--- src/rtl/gate2_pkg.sv ---
// Shared definitions for the two-input gate sweep: response bit map,
// sweep FSM state encoding and the golden gate model.
package gate2_pkg;

  // Bit positions of each gate function within the 6-bit response word
  localparam int Z_AND  = 5;
  localparam int Z_NAND = 4;
  localparam int Z_OR   = 3;
  localparam int Z_NOR  = 2;
  localparam int Z_XOR  = 1;
  localparam int Z_XNOR = 0;

  typedef enum logic [1:0] {
    IDLE   = 2'd0,
    RUN    = 2'd1,
    FINISH = 2'd2
  } gate2_sweep_state_t;

  // Expected response of a correct two-input gate block for inputs a, b
  function automatic logic [5:0] gate2_expect(input logic a, input logic b);
    logic [5:0] z;
    z         = 6'd0;
    z[Z_AND]  = a & b;
    z[Z_NAND] = ~(a & b);
    z[Z_OR]   = a | b;
    z[Z_NOR]  = ~(a | b);
    z[Z_XOR]  = a ^ b;
    z[Z_XNOR] = ~(a ^ b);
    return z;
  endfunction

endpackage

--- src/rtl/gate2_ref.sv ---
// Combinational golden model of the two-input gate block.
module gate2_ref
  import gate2_pkg::*;
(
  input  logic       a,
  input  logic       b,
  output logic [5:0] z_exp
);

  assign z_exp = gate2_expect(a, b);

endmodule

--- src/rtl/gate2_sweep.sv ---
// Self-checking stimulus sequencer for the two-input gate block.
// Drives {a,b} through 00,01,10,11, holding each HOLD_CYCLES cycles, and
// compares the gate response z with the golden model on the last cycle of
// each hold. Results: per-vector fail map, mismatch count and pass flag.
// Optional build macro GATE2_SWEEP_STOP_ON_FAIL_EN: end the sweep on the
// first mismatching vector instead of running all four.
module gate2_sweep
  import gate2_pkg::*;
#(
  parameter int HOLD_CYCLES = 10
) (
  input  logic       clk,
  input  logic       rst_n,
  input  logic       start,
  input  logic [5:0] z,
  output logic       a,
  output logic       b,
  output logic       busy,
  output logic       done,
  output logic       pass,
  output logic [2:0] err_cnt,
  output logic [3:0] fail_vec
);

  localparam int CNT_W = (HOLD_CYCLES > 1) ? $clog2(HOLD_CYCLES) : 1;
  localparam logic [CNT_W-1:0] CNT_LAST = CNT_W'(HOLD_CYCLES - 1);

  gate2_sweep_state_t state, state_nxt;

  logic [1:0]       idx, idx_nxt, idx_inc;
  logic [CNT_W-1:0] cnt, cnt_nxt;
  logic             a_nxt, b_nxt;
  logic             busy_nxt, done_nxt, pass_nxt;
  logic [2:0]       err_nxt;
  logic [3:0]       fail_nxt;
  logic [5:0]       z_exp;
  logic             compare;
  logic             mismatch;
  logic             stop;

  gate2_ref u_ref (
    .a     (a),
    .b     (b),
    .z_exp (z_exp)
  );

  // z follows a/b combinationally, so the hold window is pure settle slack
  assign compare  = (state == RUN) && (cnt == CNT_LAST);
  assign mismatch = (z != z_exp);
  assign idx_inc  = idx + 2'd1;

  // State register
  always_ff @(posedge clk) begin
    if (!rst_n) state <= IDLE;
    else        state <= state_nxt;
  end

  // Vector index, hold counter, gate drive and result registers
  always_ff @(posedge clk) begin
    if (!rst_n) begin
      idx      <= 2'd0;
      cnt      <= '0;
      a        <= 1'b0;
      b        <= 1'b0;
      busy     <= 1'b0;
      done     <= 1'b0;
      pass     <= 1'b0;
      err_cnt  <= 3'd0;
      fail_vec <= 4'd0;
    end else begin
      idx      <= idx_nxt;
      cnt      <= cnt_nxt;
      a        <= a_nxt;
      b        <= b_nxt;
      busy     <= busy_nxt;
      done     <= done_nxt;
      pass     <= pass_nxt;
      err_cnt  <= err_nxt;
      fail_vec <= fail_nxt;
    end
  end

  // Next-state and next-register values; everything holds unless updated
  always_comb begin
    state_nxt = state;
    idx_nxt   = idx;
    cnt_nxt   = cnt;
    a_nxt     = a;
    b_nxt     = b;
    busy_nxt  = busy;
    done_nxt  = 1'b0;
    pass_nxt  = pass;
    err_nxt   = err_cnt;
    fail_nxt  = fail_vec;
    stop      = 1'b0;

    case (state)
      IDLE: begin
        if (start) begin
          state_nxt = RUN;
          idx_nxt   = 2'd0;
          cnt_nxt   = '0;
          a_nxt     = 1'b0;
          b_nxt     = 1'b0;
          busy_nxt  = 1'b1;
          pass_nxt  = 1'b0;
          err_nxt   = 3'd0;
          fail_nxt  = 4'd0;
        end
      end

      RUN: begin
        if (compare) begin
          if (mismatch) begin
            fail_nxt[idx] = 1'b1;
            err_nxt       = err_cnt + 3'd1;
          end
`ifdef GATE2_SWEEP_STOP_ON_FAIL_EN
          stop = (idx == 2'd3) || mismatch;
`else
          stop = (idx == 2'd3);
`endif
          if (stop) begin
            // Result flags appear together with the done pulse and include
            // the vector compared on this edge
            state_nxt = FINISH;
            busy_nxt  = 1'b0;
            done_nxt  = 1'b1;
            pass_nxt  = (err_nxt == 3'd0);
          end else begin
            idx_nxt = idx_inc;
            a_nxt   = idx_inc[1];
            b_nxt   = idx_inc[0];
            cnt_nxt = '0;
          end
        end else begin
          cnt_nxt = cnt + CNT_W'(1);
        end
      end

      FINISH: begin
        // done lasts exactly this one cycle; start is not accepted here
        state_nxt = IDLE;
      end

      default: begin
        state_nxt = IDLE;
      end
    endcase
  end

endmodule

--- config.mk ---
export PLATFORM = sky130hd
export DESIGN_NAME = gate2_sweep
export DESIGN_NICKNAME = d
export VERILOG_FILES = /design/src/rtl/gate2_pkg.sv /design/src/rtl/gate2_ref.sv /design/src/rtl/gate2_sweep.sv
export SDC_FILE = /design/constraint.sdc
export NUM_CORES = 1
export LEC_CHECK = 0
export ABC_AREA = 1
export BUFFER_PORTS_ARGS = -buffer_cell sky130_fd_sc_hd__buf_2
export CORE_AREA = 10 10 64 66
export DETAILED_ROUTE_END_ITERATION = 12
export DIE_AREA = 0 0 74 76
export PLACE_DENSITY_LB_ADDON = 0.12
export SLEW_MARGIN = 20
export SYNTH_ARGS = -nofsm -noshare
export SYNTH_HDL_FRONTEND = slang
export SYNTH_HIERARCHICAL = 1
export SYNTH_SLANG_ARGS = --single-unit
--- constraint.sdc ---
create_clock -name clk -period 2.4 [get_ports clk]
set_input_delay 0 -clock clk [delete_from_list [all_inputs] [get_ports clk]]
set_output_delay 0 -clock clk [all_outputs]
set_load 0.1 [all_outputs]
Word level (Yosys, flattened, before mapping)
Cells that the tools add are included.
{ "word_totals": {"reg_bits": 20, "input_bits": 9, "out_inout_bits": 12, "wordCells": 82} }
{ "op_classes": {"add_sub_neg": 3, "magnitude_cmp": 2, "eq_ne": 10, "n_mux": 38, "bitwise": 7, "n_reduce_logical": 12} }
{ "op_table": {"columns": ["op", "count"], "rows": [
  ["4-bit 2-to-1 mux", 5],
  ["4-bit case mux with 2 select lines", 2],
  ["3-bit 2-to-1 mux", 5],
  ["1-bit 2-to-1 mux", 12],
  ["2-bit 2-to-1 mux", 6],
  ["3-bit AND reduction", 4],
  ["4-bit AND reduction", 3],
  ["2-bit inequality test (second input constant)", 4],
  ["1-bit case mux with 2 select lines", 4],
  ["2-bit case mux with 2 select lines", 2],
  ["6-bit inequality test", 1],
  ["3-bit case mux with 2 select lines", 1],
  ["4-bit by 1-bit adder with 4-bit output (second input constant)", 1],
  ["4-bit == test (second input constant)", 1],
  ["4-bit OR", 1],
  ["3-bit by 1-bit adder with 3-bit output (second input constant)", 1],
  ["3-bit zero test", 1],
  ["2-bit by 3-bit < comparator with 1-bit output (second input constant)", 1],
  ["3-bit inequality test (second input constant)", 1],
  ["1-bit NOT", 3],
  ["2-bit by 1-bit adder with 2-bit output (second input constant)", 1],
  ["1-bit demux with 2-bit select", 1],
  ["2-bit by 1-bit == test with 1-bit output (second input constant)", 1],
  ["2-bit == test (second input constant)", 1],
  ["8 further kinds", 9]
]} }

Logic depth before layout (Yosys ltp)
{ "depth": {"depth_word": 10, "ltp_mapped": 13, "depth_no_buf": 13} }

By module
Netlist, hierarchy kept.
{ "by_module_without_submodules": {"columns": ["mod", "instances", "cells_per_inst", "area_per_inst_um2", "seq_area_each_um2"], "rows": [
  ["gate2_sweep", 1, 142, 1039.7, 360.3],
  ["gate2_ref", 1, 9, 68.8, 0.0]
]} }

Worst setup path after synthesis
Ideal clock, no wire load.
{ "synth_path": {"path_type": "register to register", "start": "reg, netlist name idx[1]", "end": "reg err_cnt[0]", "setup_time_ps": 115, "arrival_time_ps": 2416, "required_ps": 2285, "setup_slack_ps": -131, "stages_incl_launch_ff": 12, "path_buffers": 0, "synth_period_minus_slack_ps": 2531, "cell_sequence": "dfxtp_1 inv_1 ha_1 inv_1 nand2_1 inv_1 nor2_1 nor2_1 nand3_1 xnor2_1 nor2_1 o21a_1"} }
{ "synth_rtl": {"columns": ["item", "line_no", "source"], "rows": [
  ["to (signal assigned)", "gate2_sweep.sv:78", "err_cnt <= err_nxt;"],
  ["to (decl)", "gate2_sweep.sv:21", "output logic [2:0] err_cnt,"]
]} }

==> flow_metrics.tcl <==
set metrics [dict create \
    synth_fa_ha_area_frac 0.124 \
    vdd_ir_drop_max_mv 0.292 \
    hold_start "z[4]" \
    synth.largest_area_cell "dfxtp_1" \
    fin_crit_sh 0.786 \
    slew_viol_final 0 \
    rsz0062_at_grt "no" \
    nets 198 \
    diodes 0 \
    drcViolationCount 0 \
    cts-root-buf "clkbuf_4" \
    critPathCaptureType "flop" \
    grt_max_degree 10 \
    final_core_utilization 0.442 \
    postSynth.asyncResetShare 0 \
    period_needed_ps 1890 \
    holdPathEnd "err_cnt[2]" \
    cts_made_buffers 3 \
    grt-ovfl-total 0 \
    core_sq_mm 0.00293 \
    tns_ps 0 \
    path_max_fanout 8 \
    wirelength_um 2180 \
    synthToLayoutAreaGrowth_pct 16.8 \
    clock.fmax_mhz 530 \
    gp_congestion 0.790 \
    fin_cells 209 \
    dp_cells 204 \
    synth_flop_cell "dfxtp_1" \
    synth_nets 171 \
    via_per_inst 4.55 \
    grt_pass1_vias 879 \
    ant_nets 0 \
    die_y_um 76 \
    worst_slew_pin_slew_ps 492 \
    yosysWarnings 6 \
    synth.distinct_cells 28 \
    row_count 20 \
    first_pass_iters 2 \
    die_w_um 74 \
    start_kind "flop" \
    setup_viol 0 \
    ff2ff_setup_slack_ps 510 \
    insertion_delay_ps 290 \
    power.leakage_nw 0.684 \
    hold-path-cell-count 8 \
    cts_tree "built" \
    yosysMostFrequentCell "nand2_1" \
    ys_top_cells_by_count "nand2_1 (35), inv_1 (27), dfxtp_1 (18)" \
    timing.rr.end "err_cnt[0]" \
    worst_clock_skew_ps 9.15 \
    powerDensity_mw_per_mm2 463 \
    clkSinkCount 18 \
    synth_compound_area_frac 0.107 \
    r2r_start "idx[1]" \
    fin_total_pwr_mw 0.599 \
    initial_core_util 0.379 \
    status "completed" \
    synth_edf_count 0 \
    synth-xor-area-share 0.0158 \
    vias 951 \
    cp_data_arrival_time_ps 2090 \
    drt_first_iter_violations 14 \
    drv_cap 0 \
    port_buffers 20 \
    dp_hpwl_um 1830 \
    clk_path_buf_depth 2 \
    synth_top_family_by_area "simple AND/OR/NAND/NOR gates" \
    netlist_instances 151 \
    slew_headroom 0.674 \
    synth-seq-area-share 0.325 \
    timing.hold.ws_ps 232 \
    wire_per_inst_um 10.4 \
    design.die.area_sq_mm 0.00562 \
    netlist.area_leader.share 0.325 \
    required_ps 2600 \
    io-pin-count 21 \
    grt_pass1_wl_um 3820 \
    syn_area_sq_mm 0.00111 \
    grt_usage 0.0805 \
    synth_seq_cells 18 \
    hold_violations 0 \
    drive_gt1_frac 0.250 \
    reg2reg_depth 11 \
    worst-setup-path-type "reg -> reg" \
    syn-mean-instance-area_sq_um 7.34 \
    cts_max_level 1 \
    synthTopCellsByArea "dfxtp_1 (33%), ha_1 (12%), nand2_1 (12%)" \
    antenna_found_initial 0 \
    hold_path.class "in -> reg" \
    synth.area.mux_share 0 \
    synthSimpleGateAreaFrac 0.321 \
    path_clk_slew_ps 110 \
]
kinds of logic after synthesis:
logic type               Yosys count
AND/OR/NAND/NOR                   70
buffers and inverters             31
AO/OA/AOI/OAI                     19
flip-flops                        18
adder cells (fa/ha/maj)           11
XOR/XNOR                           2
sequential cells by signal, indices dropped and copies added, names as in the netlist:
register and cells:
cnt 4, fail_vec 4, err_cnt 3, idx 2, state 2, busy 1, done 1, pass 1
layout make-up:
type | count | area, sq um
Inverter | 31 | 119
Multi-Input combinational cell | 102 | 629
Tap cell | 33 | 41.3
Clock buffer | 3 | 22.5
Sequential cell | 18 | 363
Timing Repair Buffer | 22 | 120
Fill cell | 315 | 1630
how the worst max path moves through the flow:
stage                     startpoint    endpoint  slack [ps]  cells after the start
after CTS                     idx[1]        pass         480                     11
after global routing          idx[1]        pass         240                     12
after global placement        idx[1]  err_cnt[0]         570                     11
final                         idx[1]  err_cnt[0]         510                     11
after floorplan               idx[1]  err_cnt[0]         250                     11
after detailed placement      idx[1]  err_cnt[0]         510                     11
layer usage:
layer	part of all wire	track usage
met1	0.45	0.0906
met2	0.49	0.137
met3	0.050	0.0247
met4	0.012	0.0280
met5	0	0
worst max-delay path, stage by stage (launching register included):
cell,delay [ps]
dfxtp_2,410
inv_1,80
ha_1,330
inv_1,80
nand2_1,50
inv_1,40
nor2_1,30
nor2_1,150
nand3_1,190
xnor2_1,220
nor2_1,60
o21a_1,160
stage by stage:
| stage | instance area (sq um) | worst slack (ps) |
|---|---|---|
| after floorplan | 1110 | 255 |
| after global placement | 1250 | 569 |
| after detailed placement | 1250 | 508 |
| after CTS | 1290 | 482 |
| after global routing | 1290 | 241 |
| final | 1290 | 513 |
what timing repair did:
| action | 4_1_cts | 5_1_grt |
|---|---|---|
| endpoints found under the hold margin | 3 | 0 |
| resized for setup | 0 | 0 |
| hold buffers | 2 | 0 |
| setup buffers | 0 | 0 |
layout by cell type (no fill, tap or decap), types with 2 or more instances in the layout:
| cell type | Yosys | layout |
|---|---|---|
| buf_2 | 0 | 20 |
| inv_1 | 27 | 27 |
| clkbuf_4 | 0 | 3 |
| nand2_4 | 4 | 4 |
| nand4_1 | 3 | 3 |
| nor2_1 | 15 | 15 |
| dlygate4sd3_1 | 0 | 2 |
| or2_2 | 2 | 2 |
| nand2_1 | 35 | 35 |
| ha_1 | 11 | 11 |
| a21oi_2 | 2 | 2 |
| a21oi_1 | 10 | 10 |
| o21a_1 | 2 | 2 |
| inv_2 | 3 | 3 |
| dfxtp_2 | 0 | 2 |
| dfxtp_1 | 18 | 16 |
| nand3_1 | 4 | 4 |
where the power goes:
part | leakage, nW | internal (mW) | total [mW] | switching [mW]
clock | 0.0138 | 0.0584 | 0.151 | 0.0930
sequential | 0.147 | 0.307 | 0.316 | 0.00814
combinational | 0.523 | 0.0381 | 0.132 | 0.0943
Note: power is estimated with default switching activity, not from simulation.
